==> config.mk <==
export PLATFORM = sky130hd
export DESIGN_NAME = x_alp_uart_sink
export DESIGN_NICKNAME = d
export VERILOG_FILES = /design/src/rtl/x_alp_uart_sink.sv
export SDC_FILE = /design/constraint.sdc
export NUM_CORES = 1
export LEC_CHECK = 0
export ABC_AREA = 1
export CAP_MARGIN = 10
export CORE_MARGIN = 2
export CORE_UTILIZATION = 45
export CTS_CLUSTER_SIZE = 12
export DETAILED_ROUTE_END_ITERATION = 16
export PLACE_DENSITY = 0.65
export SYNTH_ARGS = -nofsm -noshare
export SYNTH_HDL_FRONTEND = slang
export SYNTH_SLANG_ARGS = --single-unit
==> constraint.sdc <==
create_clock -name clk_i -period 2.9 [get_ports clk_i]
set_clock_uncertainty 0.1 [all_clocks]
set_input_delay 0.435 -clock clk_i [delete_from_list [all_inputs] [get_ports clk_i]]
set_output_delay 0.435 -clock clk_i [all_outputs]
set_load 0.01 [all_outputs]
==> src/rtl/x_alp_uart_sink.sv <==
// -----------------------------------------------------------------------------
// x_alp_uart_sink
//
// UART receive sink for the SoC console line. It deserializes 8N1 frames into
// bytes and queues them in a small show-ahead FIFO that is drained over a
// valid/ready interface. Framing errors are reported as a one-cycle pulse.
// A byte that arrives while the FIFO is full and not being popped is dropped,
// and the sticky overflow flag is raised.
//
// Parameters
//   CLKS_PER_BIT : clock cycles per UART bit (integer >= 4)
//   FIFO_DEPTH   : byte FIFO entries (power of two >= 2)
//
// Ports
//   clk_i        : single clock
//   rst_i        : asynchronous, active-high reset
//   enable_i     : receiver enable; low forces the receiver idle
//   uart_rx_i    : serial line, asynchronous to clk_i, idles high
//   data_o       : byte at the FIFO head (0 while the FIFO is empty)
//   valid_o      : FIFO non-empty
//   ready_i      : consumer accepts data_o
//   count_o      : current FIFO occupancy
//   frame_err_o  : one-cycle pulse when a stop bit samples low
//   overflow_o   : sticky flag, a byte was dropped because the FIFO was full
//   clear_i      : clears overflow_o (a same-cycle overflow takes priority)
//   state_o      : receiver FSM state, for debug and checker binding
//
// Handshake: a byte is transferred on every rising clk_i edge where
// valid_o && ready_i. While valid_o is high and ready_i is low, data_o and
// count_o hold their values (except count_o rising on a receive). ready_i
// may be high while valid_o is low; that cycle transfers nothing.
// -----------------------------------------------------------------------------
module x_alp_uart_sink #(
    parameter int CLKS_PER_BIT = 16,
    parameter int FIFO_DEPTH   = 8
) (
    input  logic                          clk_i,
    input  logic                          rst_i,
    input  logic                          enable_i,
    input  logic                          uart_rx_i,
    output logic [7:0]                    data_o,
    output logic                          valid_o,
    input  logic                          ready_i,
    output logic [$clog2(FIFO_DEPTH):0]   count_o,
    output logic                          frame_err_o,
    output logic                          overflow_o,
    input  logic                          clear_i,
    output logic [2:0]                    state_o
);

    localparam int CW = $clog2(CLKS_PER_BIT);
    localparam int PW = $clog2(FIFO_DEPTH);

    // Counter reload values. The start-bit wait is half a bit so that every
    // following sample lands near the middle of its bit.
    localparam logic [CW-1:0] HALF_LOAD = CW'(CLKS_PER_BIT / 2 - 1);
    localparam logic [CW-1:0] FULL_LOAD = CW'(CLKS_PER_BIT - 1);
    localparam logic [PW:0]   DEPTH_C   = (PW + 1)'(FIFO_DEPTH);

    typedef enum logic [2:0] {
        ST_IDLE  = 3'd0,
        ST_START = 3'd1,
        ST_DATA  = 3'd2,
        ST_STOP  = 3'd3,
        ST_BREAK = 3'd4
    } state_t;

    // -------------------------------------------------------------------------
    // Input synchronizer. rx_meta/rx_s form the two-flop synchronizer; rx_q
    // is one cycle older than rx_s and is used only for edge detection.
    // All three reset to the idle (high) line level so that reset release on
    // an idle line does not look like a start edge.
    // -------------------------------------------------------------------------
    logic rx_meta;
    logic rx_s;
    logic rx_q;

    always_ff @(posedge clk_i or posedge rst_i) begin
        if (rst_i) begin
            rx_meta <= 1'b1;
            rx_s    <= 1'b1;
            rx_q    <= 1'b1;
        end else begin
            rx_meta <= uart_rx_i;
            rx_s    <= rx_meta;
            rx_q    <= rx_s;
        end
    end

    logic fall_edge;
    assign fall_edge = rx_q && !rx_s;

    // -------------------------------------------------------------------------
    // Receive FSM
    // -------------------------------------------------------------------------
    state_t          state;
    logic [CW-1:0]   bit_cnt;
    logic [2:0]      bit_idx;
    logic [7:0]      shreg;
    logic            cnt_zero;
    logic            push;

    assign cnt_zero = (bit_cnt == '0);

    // A good stop bit pushes the assembled byte in the stop-sample cycle.
    // enable_i low suppresses the push because the FSM is being forced idle.
    assign push = enable_i && (state == ST_STOP) && cnt_zero && rx_s;

    always_ff @(posedge clk_i or posedge rst_i) begin
        if (rst_i) begin
            state       <= ST_IDLE;
            bit_cnt     <= '0;
            bit_idx     <= '0;
            shreg       <= '0;
            frame_err_o <= 1'b0;
        end else begin
            frame_err_o <= 1'b0;
            if (!enable_i) begin
                // Abandon any partial frame silently.
                state <= ST_IDLE;
            end else begin
                case (state)
                    ST_IDLE: begin
                        if (fall_edge) begin
                            bit_cnt <= HALF_LOAD;
                            state   <= ST_START;
                        end
                    end
                    ST_START: begin
                        if (cnt_zero) begin
                            if (rx_s) begin
                                // Line went back high before mid-start-bit:
                                // treat as a glitch, not a frame.
                                state <= ST_IDLE;
                            end else begin
                                bit_cnt <= FULL_LOAD;
                                bit_idx <= '0;
                                state   <= ST_DATA;
                            end
                        end else begin
                            bit_cnt <= bit_cnt - 1'b1;
                        end
                    end
                    ST_DATA: begin
                        if (cnt_zero) begin
                            // LSB arrives first, so shift right from the top.
                            shreg   <= {rx_s, shreg[7:1]};
                            bit_cnt <= FULL_LOAD;
                            if (bit_idx == 3'd7) begin
                                state <= ST_STOP;
                            end else begin
                                bit_idx <= bit_idx + 3'd1;
                            end
                        end else begin
                            bit_cnt <= bit_cnt - 1'b1;
                        end
                    end
                    ST_STOP: begin
                        if (cnt_zero) begin
                            // Leaving at mid-stop-bit lets a back-to-back
                            // start edge be caught from IDLE.
                            if (rx_s) begin
                                state <= ST_IDLE;
                            end else begin
                                frame_err_o <= 1'b1;
                                state       <= ST_BREAK;
                            end
                        end else begin
                            bit_cnt <= bit_cnt - 1'b1;
                        end
                    end
                    ST_BREAK: begin
                        // Hold off until the line returns high so a stuck-low
                        // line does not retrigger reception.
                        if (rx_s) begin
                            state <= ST_IDLE;
                        end
                    end
                    default: begin
                        state <= ST_IDLE;
                    end
                endcase
            end
        end
    end

    assign state_o = state;

    // -------------------------------------------------------------------------
    // Show-ahead byte FIFO
    // -------------------------------------------------------------------------
    logic [7:0]    mem [FIFO_DEPTH];
    logic [PW-1:0] wr_ptr;
    logic [PW-1:0] rd_ptr;
    logic [PW:0]   count;
    logic          full;
    logic          pop;
    logic          wr_en;
    logic          ovf_set;

    assign full    = (count == DEPTH_C);
    assign pop     = valid_o && ready_i;
    // When full, a same-cycle pop frees the slot the push needs.
    assign wr_en   = push && (!full || pop);
    assign ovf_set = push && full && !pop;

    // Storage has no reset; occupancy alone decides what is visible.
    always_ff @(posedge clk_i) begin
        if (wr_en) begin
            mem[wr_ptr] <= shreg;
        end
    end

    always_ff @(posedge clk_i or posedge rst_i) begin
        if (rst_i) begin
            wr_ptr     <= '0;
            rd_ptr     <= '0;
            count      <= '0;
            overflow_o <= 1'b0;
        end else begin
            if (wr_en) begin
                wr_ptr <= wr_ptr + PW'(1);
            end
            if (pop) begin
                rd_ptr <= rd_ptr + PW'(1);
            end
            case ({wr_en, pop})
                2'b10:   count <= count + (PW + 1)'(1);
                2'b01:   count <= count - (PW + 1)'(1);
                default: count <= count;
            endcase
            // A new overflow beats a same-cycle clear.
            if (ovf_set) begin
                overflow_o <= 1'b1;
            end else if (clear_i) begin
                overflow_o <= 1'b0;
            end
        end
    end

    assign valid_o = (count != '0);
    assign count_o = count;
    assign data_o  = valid_o ? mem[rd_ptr] : 8'h00;

endmodule

---- Word level (Yosys, flattened, before mapping) ----
Memory sizes are Yosys's and may differ from the RTL's.
Index checks and enable logic that the tools add are counted.
operators by class
  add/sub/neg operators ................... 6
  multiply operators ...................... 0
  divide/modulo/power cells ............... 0
  magnitude comparators ................... 0
  equal/unequal tests ..................... 21
  shift-type cells ........................ 0
  mux-type cells .......................... 31
  bitwise operators ....................... 0
  reduce and logical (&&, ||, !) cells .... 23
operator list
  kind                 number
  $mux 3               12
  $ne 3x3->1 const B   7
  $mux 4               5
  $pmux 4 s4           1
  $pmux 3 s5           1
  $ne 2x2->1 const B   6
  $reduce_and 6->1     2
  $add 3x1->3 const B  3
  $logic_and 1x1->1    8
  $mux 1               8
  $mux 8               1
  $pmux 4 s2           1
  $reduce_bool 4->1    2
  $sub 4x1->4 const B  2
  $eq 3x2->1 const B   2
  $eq 3x3->1 const B   2
  $pmux 3 s2           1
  $reduce_bool 2->1    3
  $reduce_and 5->1     1
  $add 4x1->4 const B  1
  $eq 4x4->1 const B   1
  $logic_not 4->1      1
  $eq 3x1->1 const B   1
  $logic_not 1->1      3
  6 further kinds      6
word-level totals
  flip-flop bits (word level) ............. 33
  latch bits .............................. 0
  memory bits (writable) .................. 64
  ROM bits ................................ 0
  input bits .............................. 6
  output and inout port bits .............. 18
  logic and storage cells ................. 94
  memories ................................ 1
memories
  memory  depth  width  read ports  clocked after memory_dff  write ports  line  RTL
  mem     8      8      1           0                         1            192   logic [7:0] mem [FIFO_DEPTH];

---- Longest topological paths before layout ----
  word-level depth ........................ 7
  mapped depth ............................ 15
  gate-level depth less buffers ........... 15

---- Worst setup path before layout ----
Ideal clock, no wire load.
  path kind ............................... reg-to-reg
  from .................................... register bit_cnt[0]
  to ...................................... memory mem[0][0], enable pin
  setup time .............................. 0.383 ns
  arrival ................................. 1.820 ns
  required time ........................... 2.417 ns
  setup slack ............................. 0.597 ns
  stages on the path, launching flop included .. 8
  buffers on the path ..................... 0
  period minus slack after synthesis ...... 2.303 ns
  path through ............................ dfrtp_1 > inv_1 > ha_1 > nand3_1 > nor2_2 > nand2_1 > or2_1 > nor3_1
on the way
  word-level cells in the longest chain between the ends .. 6
ends and longest elaborated chain
  element                         line  RTL
  start: declaration              97    logic [CW-1:0] bit_cnt;
  start signal: assignment        141   bit_cnt <= bit_cnt - 1'b1;
  start signal: assignment        155   bit_cnt <= bit_cnt - 1'b1;
  start signal: assignment        169   bit_cnt <= bit_cnt - 1'b1;
  $logic_not 4->1                 103   assign cnt_zero = (bit_cnt == '0);
  $logic_and 1x1->1 (2 in a row)  107   assign push = enable_i && (state == ST_STOP) && cnt_zero && rx_s;
  $logic_and 1x1->1               204   assign wr_en = push && (!full || pop);
  $mux 1                          209   if (wr_en) begin
  $mux 1 (not written as such)    210   mem[wr_ptr] <= shreg;
  end: declaration                192
No other way between the ends.

---- Final worst setup path ----
  from .................................... register rd_ptr[0]
  to ...................................... output data_o[6]
on the way
  word-level cells in the longest chain between the ends .. 2
ends and longest elaborated chain
  element                   line  RTL
  start: declaration        194   logic [PW-1:0] rd_ptr;
  start signal: assignment  225   rd_ptr <= rd_ptr + PW'(1);
  $mem_v2 8x8               n/a
  $mux 8                    243   assign data_o = valid_o ? mem[rd_ptr] : 8'h00;
  end: declaration          41    output logic [7:0] data_o,
No other way between the ends.

==> out/metrics.cfg <==
[floorplan]
ios = 24
die_w_um = 100
num_rows = 35
dieArea_mm2 = 0.0100
die_height_um = 100
start_util_pct = 45.6
coreArea_mm2 = 0.00911

[synth]
synth_fp_nets = 406
avgSynthCellArea_um2 = 10.6
syn-cell-area_mm2 = 0.00416
synth.most_common_cell = nor2_1
synth_cells = 393
yosys.area.top_type = edfxtp_1
synth_edf_count = 64
ys.flop_type = edfxtp_1
synth_top_area_share_pct = 46.2
async_flop_share_pct = 34.0
ys_top_cells_by_area = edfxtp_1 46%, dfrtp_1 18%, nor2_1 7.4%
ys_ff_latch = 97
yosysSeqAreaShare_pct = 66.2
synth_cell_type_count = 28
yosysWarnings = 0
yosys-top-cells-count = 82 x nor2_1, 64 x edfxtp_1, 55 x nand2_1, 45 x o21ai_0, 30 x dfrtp_1

[power_and_ir_drop]
seqPwrFrac_pct = 44.8
ir_worst_vdd_mv = 0.389
clkPwrFrac_pct = 18.1
combPwrFrac_pct = 37.1
cellLeakagePower_nw = 1.92
power.switching_mw = 1.51
power_mw = 4.13
p_sw_share_pct = 36.6
p_per_area_mw_per_mm2 = 860
internal-power_mw = 2.62

[run]
maxCapViolCount = 0

[timing]
hold_violations = 0
period_minus_slack_ns = 2.75
setup_violations = 0
max_slew.worst_pin.slew_ns = 0.415
finalSetupTns_ns = 0
period_share_pct = 94.8
slew_headroom_pct = 72.3
rsz0062_at_grt = false
maxSlewViolCount = 0
fmax_mhz = 364
hold_ws_ns = 0.259

[clock_tree]
ctsLongestPathBuffers = 2
cts_tree = yes
clock-root-buffer = clkbuf_8
clk_latency_ns = 0.35
cts.sinks = 97
clk_pin_slew_ns = 0.09
cts_made_buffers = 9
post_cts_buffers = 0
cts-hold-fix-buffers = 0
h-tree-depth = 3

[grt]
grt_pass1_wl_mm = 14.3
grt_antenna_before_repair = 0
grt_overflow = 0
grt_pass1_vias = 2887
grt.total_usage_pct = 18.6
grt_max_degree = 34

[detailed_routing]
initialDrtViolationCount = 145
drt_wl_total_mm = 8.56
antenna_left = 0
wl_per_cell_um = 15.5
drtPass1Iterations = 4
drcViolationCount = 0
vias = 2859
avgViaCountPerCell = 5.18

[run_status]
status = completed

[critical_path]
endpoint_kind = output port
cp.required_ns = 2.37
start_kind = flip-flop
critPathMaxFanout = 24
crit_type = flip-flop to output port
cp.arrival_ns = 2.21

[placed_design]
hpwl_mm = 5.95
place_congestion = 0.845
portBuffers = 23

[finish]
area_growth_pct = 15.6
n_antenna_cell = 0
layout-drive-gt1-share_pct = 11.3
fin_nets = 449

[hold_path]
hold_path.class = flip-flop to flip-flop

[path summary, 6_finish.rpt]
check / startpoint / to / slack [ns] / cells after the start
max: rd_ptr[0]$_DFFE_PP0P_ / data_o[6] / 0.15 / 7
min: rx_meta$_DFF_PP1_ / rx_s$_DFF_PP1_ / 0.26 / 0
max in group asynchronous: rst_i / rx_q$_DFF_PP1_ / 2.01 / 3
min in group asynchronous: rst_i / count_o[3]$_DFFE_PP0P_ / 0.36 / 3
max reg2reg: bit_cnt[0]$_DFFE_PP0P_ / mem[4][0]$_DFFE_PP_ / 0.70 / 8
min reg2reg: rx_meta$_DFF_PP1_ / rx_s$_DFF_PP1_ / 0.26 / 0
[sequential cells by signal, summed over array words and instances, names as in the netlist, 3 cells and up]
name / flops
mem: 64
shreg: 8
bit_cnt: 4
count_o: 4
bit_idx: 3
rd_ptr: 3
state_o: 3
wr_ptr: 3
[power by group through the flow]
stage                     clock, mW  combinational (mW)  sequential (mW)
after floorplan                   0               0.952             1.82
after global placement            0                1.52             1.88
after detailed placement          0                1.54             1.89
after CTS                     0.770                1.54             1.85
after global routing          0.827                1.73             1.88
final                         0.747                1.53             1.85
[cells in the final DEF (no fill, tap or decap), types with 3 or more instances in the layout]
master	instances
a21oi_1	6
buf_4	18
clkbuf_8	9
clkdlybuf4s50_1	23
dfrtp_1	30
dfstp_2	3
edfxtp_1	64
ha_1	7
inv_1	24
inv_2	4
nand2_1	55
nand2_2	3
nand3_1	17
nor2_1	82
nor3_1	10
o21ai_0	45
o21ai_1	8
o32ai_1	8
xor2_1	5
[logic make-up after synthesis]
group / count (synthesis) / share of synthesized area, %
simple gates: 173 / 17.2
fa+ha+maj: 7 / 2.11
buf+inv: 39 / 3.67
mux: 1 / 0.271
compound gates: 71 / 9.54
flops: 97 / 66.2
xor+xnor: 5 / 1.05
[layout make-up]
| type | instances | area (µm²) |
|---|---|---|
| Clock inverter | 7 | 37.5 |
| Clock buffer | 9 | 124 |
| Tap cell | 111 | 139 |
| Sequential cell | 97 | 2750 |
| Timing Repair Buffer | 43 | 397 |
| Multi-Input combinational cell | 257 | 1250 |
| Fill cell | 842 | 4300 |
| Inverter | 28 | 105 |
[routing by layer]
metal  vias up  GRT usage (%)  wire (µm)
met1      1383           26.6       4050
met5         -              0          0
met2        41           29.1       4160
met3         4           2.99        290
met4         0           6.43         53
li1       1431              -          -
[metrics by stage]
step	instances	utilization, %	area [µm²]	worst slack, ns
4_1_cts	552	52.7	4800	0.0592
5_1_grt	552	52.8	4810	0.0646
3_5_place_dp	536	50.9	4640	0.367
2_1_floorplan	393	-	4160	0.597
3_3_place_gp	536	50.9	4640	0.413
6_report	552	52.8	4810	0.150
[critical path, stage by stage, from the launching register on]
cell and delay, ns:
dfrtp_1 0.40, inv_1 0.09, buf_6 0.22, nor2_1 0.08, o32ai_1 0.34, nor2_1 0.09, nor2_1 0.11, clkdlybuf4s50_1 0.54
[timing repair]
action / 4_1_cts / 5_1_grt
gates resized for setup: 0 / 1
endpoints found under the setup margin: 0 / 1
endpoints found under the hold margin: 0 / 0
No activity file was read; power rests on OpenSTA's default activity.
==> variant 1 (same settings) <==
Put one more register stage on the output `frame_err_o`, with the module's reset. The value now appears one clock later. The other outputs are not delayed to match. Comments in the files are not updated.
--- a/src/rtl/x_alp_uart_sink.sv
+++ b/src/rtl/x_alp_uart_sink.sv
@@ -65,6 +65,8 @@
         ST_BREAK = 3'd4
     } state_t;
 
+    logic frame_err_s0;
+
     // -------------------------------------------------------------------------
     // Input synchronizer. rx_meta/rx_s form the two-flop synchronizer; rx_q
     // is one cycle older than rx_s and is used only for edge detection.
@@ -112,9 +114,9 @@
             bit_cnt     <= '0;
             bit_idx     <= '0;
             shreg       <= '0;
-            frame_err_o <= 1'b0;
-        end else begin
-            frame_err_o <= 1'b0;
+            frame_err_s0 <= 1'b0;
+        end else begin
+            frame_err_s0 <= 1'b0;
             if (!enable_i) begin
                 // Abandon any partial frame silently.
                 state <= ST_IDLE;
@@ -162,7 +164,7 @@
                             if (rx_s) begin
                                 state <= ST_IDLE;
                             end else begin
-                                frame_err_o <= 1'b1;
+                                frame_err_s0 <= 1'b1;
                                 state       <= ST_BREAK;
                             end
                         end else begin
@@ -242,5 +244,13 @@
     assign count_o = count;
     assign data_o  = valid_o ? mem[rd_ptr] : 8'h00;
 
+    always_ff @(posedge clk_i or posedge rst_i) begin
+        if (rst_i) begin
+            frame_err_o <= '0;
+        end else begin
+            frame_err_o <= frame_err_s0;
+        end
+    end
+
 endmodule
 
Formal check against the unedited RTL: same outputs for any inputs over 10 cycles, from zero or initial values and one cycle with rst_i high; that may be too few to reach the edited logic, so the function may still have changed.
==> variant 1 against the original RTL <==
- design area up 3.3%
- synthesized cell count grew 5.9%
- die area rose by 2.7%
- area after synthesis increased by 2.8%
- sequential cell count rose by 1
- global-route usage shrank 0.87 points
- non-clock buffer count down 1
- core utilization up 0.98 points
- sequential power down 4%
- power is 2.4% higher
- routed wire length shrank 1.7%
- worst setup slack improved by 28 ps
==> variant 1: results (changes against the original RTL) <==
Fillers: 798 (-5.2%)
Hold-critical path endpoint: frame_err_o
Final WL: 8.413 mm (-1.7%)
Async SR Flop Fraction: 34.69% (+0.67 points)
Critical Path AT: 2190 ps (-20 ps)
Clk pwr: 903 uW (+21%)
Pin count of the biggest net entering global routing: 35 (+2.9%)
Layout cells sized above 1: 11.45% (+0.11 points)
DRT Pass-1 Iters: 4 (unchanged)
Seq. pwr: 1770 uW (-4%)
Worst slack at placement: 153.0 ps (-214.3 ps)
Placed Cells incl. Taps: 573 (+6.9%)
Mapped Nets: 431 (+6.2%)
Cell variety after synth: 27 (-3.6%)
EDFF count, synth: 64 (unchanged)
Initial DRC Count: 185 (+28%)
Vias: 2978 (+4.2%)
R2R Setup Slk: 240 ps (-460 ps)
DR WL met3: 307 um (+5.9%)
Antenna diode count: 0 (unchanged)
Hold path start: frame_err_s0
Crit Path Max Fanout: 11 (-54%)
First-pass GRT wire length: 13.76 mm (-3.8%)
Post-Syn Area: 4273 um2 (+2.8%)
Compound-Gate Fraction of Synth Area: 9.693% (+0.15 points)
Run status: complete, no violations
Pleak: 0.002019 uW (+5.1%)
DR WL met2: 4.022 mm (-3.2%)
P_sw: 1527 uW (+0.91%)
Slew margin rel.: 70.92% (-1.4 points)
Worst setup slack after layout: 178.5 ps (+28.38 ps)
Highest routed metal layer: met4
GRT Total Usage: 17.69% (-0.87 points)
Register area share after synthesis: 64.98% (-1.2 points)
Nets: 473 (+5.3%)
Placer Congestion: 0.8896 (+5.3%)
R2r endpoint: count_o[2]
Worst vdd ir: 346.0 uV (-11%)
Routed len/inst: 14.21 um (-8.3%)
Share of synthesized area spent on multiplexers: 0% (-0.27 points)
Largest regs: mem (64), shreg (8)
Worst R2R Path Depth: 15 (+7)
DP HPWL: 5.522 mm (-7.1%)
Hold_ws: 256.8 ps (-2.507 ps)
Dpl cell area: 4736 um2 (+2.0%)
Synth area leaders: edfxtp_1 45%, dfrtp_1 18%, nor2_1 8.3%, o21ai_0 6.7%, nand2_1 5.4%
Syn Area/Cell: 10.27 um2 (-2.9%)
Setup crit end: data_o[7]
XOR/XNOR share of the synthesized area: 1.230% (+0.18 points)
M1 WL: 3.952 mm (-2.5%)
Synth Area in Adders: 2.635% (+0.53 points)
Vias in the first global route: 2813 (-2.6%)
Commonest cells in the netlist: 95 x nor2_1, 64 x edfxtp_1, 62 x nand2_1
Internal power: 2706 uW (+3.3%)
-- variant 1: cell count changes in the layout (fill, tap and decap cells not counted), moves of 8 or more --
| cell | change |
|---|---|
| nor2_1 | +13 |
| o21ai_1 | +11 |
| o21ai_0 | +12 |
| nand3_1 | -10 |
| nor3_1 | -9 |
| o32ai_1 | -8 |
-- variant 1: final cells by class --
type / count / area, um2 / share of cell area [%]
sequential: 98 / 2778 / 55.93
multi-input combinational: 276 / 1331 / 26.81
timing repair buffer: 42 / 376.6 / 7.584
tap: 129 / 161.4 / 3.250
clock buffer: 9 / 123.9 / 2.494
inverter: 31 / 118.9 / 2.394
clock inverter: 7 / 76.32 / 1.537
-- variant 1: what timing repair did --
item / CTS / global route
setup buffers: 0 / 3
setup endpoints to repair: 0 / 7
gates resized for setup: 0 / 3
-- variant 1: metal layers --
layer,track usage (%),vias to the layer above
li1,-,1482
met1,23.55,1413
met2,28.94,68
met4,6.133,0
met3,3.796,15
met5,0,-
==> variant 2 (same settings) <==
Without the edit above. The parameter `FIFO_DEPTH` goes from 8 to 16.
--- a/src/rtl/x_alp_uart_sink.sv
+++ b/src/rtl/x_alp_uart_sink.sv
@@ -32,7 +32,7 @@
 // -----------------------------------------------------------------------------
 module x_alp_uart_sink #(
     parameter int CLKS_PER_BIT = 16,
-    parameter int FIFO_DEPTH   = 8
+    parameter int FIFO_DEPTH   = 16
 ) (
     input  logic                          clk_i,
     input  logic                          rst_i,
Ports: changed (resized count_o); port bits go from 24 to 25. No check against the original RTL was run, so the function may have changed too.
==> variant 2 against the original RTL <==
- design area grew 71%
- area after synthesis rose by 67%
- routed wire length is 88% higher
- worst setup slack lost 22 ps
- hold slack got worse by 51 ps
- register-to-register slack lost 70 ps
- power rose by 84%
- sequential cell count is 67 higher
- count of clock-buffer cells in the layout increased by 8
- largest cell class unchanged
==> variant 2: results (changes against the original RTL) <==
Nets: 654 (+46%)
Fillers: 1262 (+50%)
GRT Total Usage: 20.57% (+2.0 points)
Dpl cell area: 7542 um2 (+63%)
Clock buf/inv share: 7.364% (+4.0 points)
Layout cells sized above 1: 13.82% (+2.5 points)
Synth area leaders: edfxtp_1 55%, dfrtp_1 12%, o21ai_0 5.9%, nor2_1 5.4%, o221ai_1 3.0%
DR WL met3: 959 um (+230%)
R2R Setup Slk: 630 ps (-70 ps)
Clock Latency Late Sink: 430 ps (+80 ps)
Signal buffers: 52 (+21%)
Commonest cells in the netlist: 128 x edfxtp_1, 100 x nor2_1, 82 x o21ai_0
Multi-input gates: 359 (+40%)
Non-clk buf share: 6.332% (-1.9 points)
Met2 GRT Util: 34.89% (+5.8 points)
Pleak: 0.003094 uW (+61%)
M1 WL: 6.785 mm (+67%)
Clkbuf count: 17 (+8)
DR WL met2: 8.108 mm (+95%)
R2r endpoint: mem[3][6]
Worst R2R Path Depth: 9 (+1)
Root Buffer: clkbuf_16
Compound-Gate Fraction of Synth Area: 11.56% (+2.0 points)
Clk slew on worst S/H paths: 70 ps (-20 ps)
Combinational Power Share: 33.1% (-4.0 points)
Worst vdd ir: 473.3 uV (+22%)
Cell variety after synth: 38 (+36%)
Async SR Flop Fraction: 21.95% (-12 points)
GR Util met3: 4.758% (+1.8 points)
Register area share after synthesis: 68.35% (+2.2 points)
Max stage delay on crit path: 470 ps (-70 ps)
Share of synthesized area spent on multiplexers: 0% (-0.27 points)
Tap cells: 188 (+69%)
Run status: complete, no violations
P_sw: 2631 uW (+74%)
Slew margin rel.: 48.42% (-24 points)
DRT Pass-1 Iters: 5 (+1)
Global Route met1 Usage: 26.29% (-0.32 points)
EDFF count, synth: 128 (+100%)
Max H-tree Level: 4 (+1)
Mapped Nets: 608 (+50%)
Layout area overhead: 18.62%
First-pass GRT wire length: 25.29 mm (+77%)
Sequential cell count: 164 (+69%)
[variant 2: cell types whose count changed after synthesis, moves of 4 or more]
cell,change
edfxtp_1,+64
o21ai_0,+37
o221ai_1,+24
nor2_1,+18
inv_1,+14
o22ai_1,+8
o32ai_1,-8
a21oi_1,+7
nand3_1,+7
nor3_1,-7
clkbuf_1,+6
o21ai_1,-5
buf_2,+4
[variant 2: repair_timing]
item | 4_1_cts | 5_1_grt
pin swaps | 0 | 1
hold endpoints to repair | 0 | 0
setup endpoints to repair | 8 | 4
resized for setup | 13 | 9
cloned | 0 | 1
[variant 2: per-stage QoR]
step                      setup WS [ps]  hold WS (ps)  TNS (ps)  power, uW  instances
after CTS                        -79.78         213.1    -166.1       7564        838
after floorplan                   715.5         245.2         0       4284        592
after global placement            277.5         246.1         0       5196        806
after detailed placement          236.5         246.8         0       5259        806
after global routing             -17.76         238.2    -17.76       8023        839
final                             128.2         208.0         0       7605        839
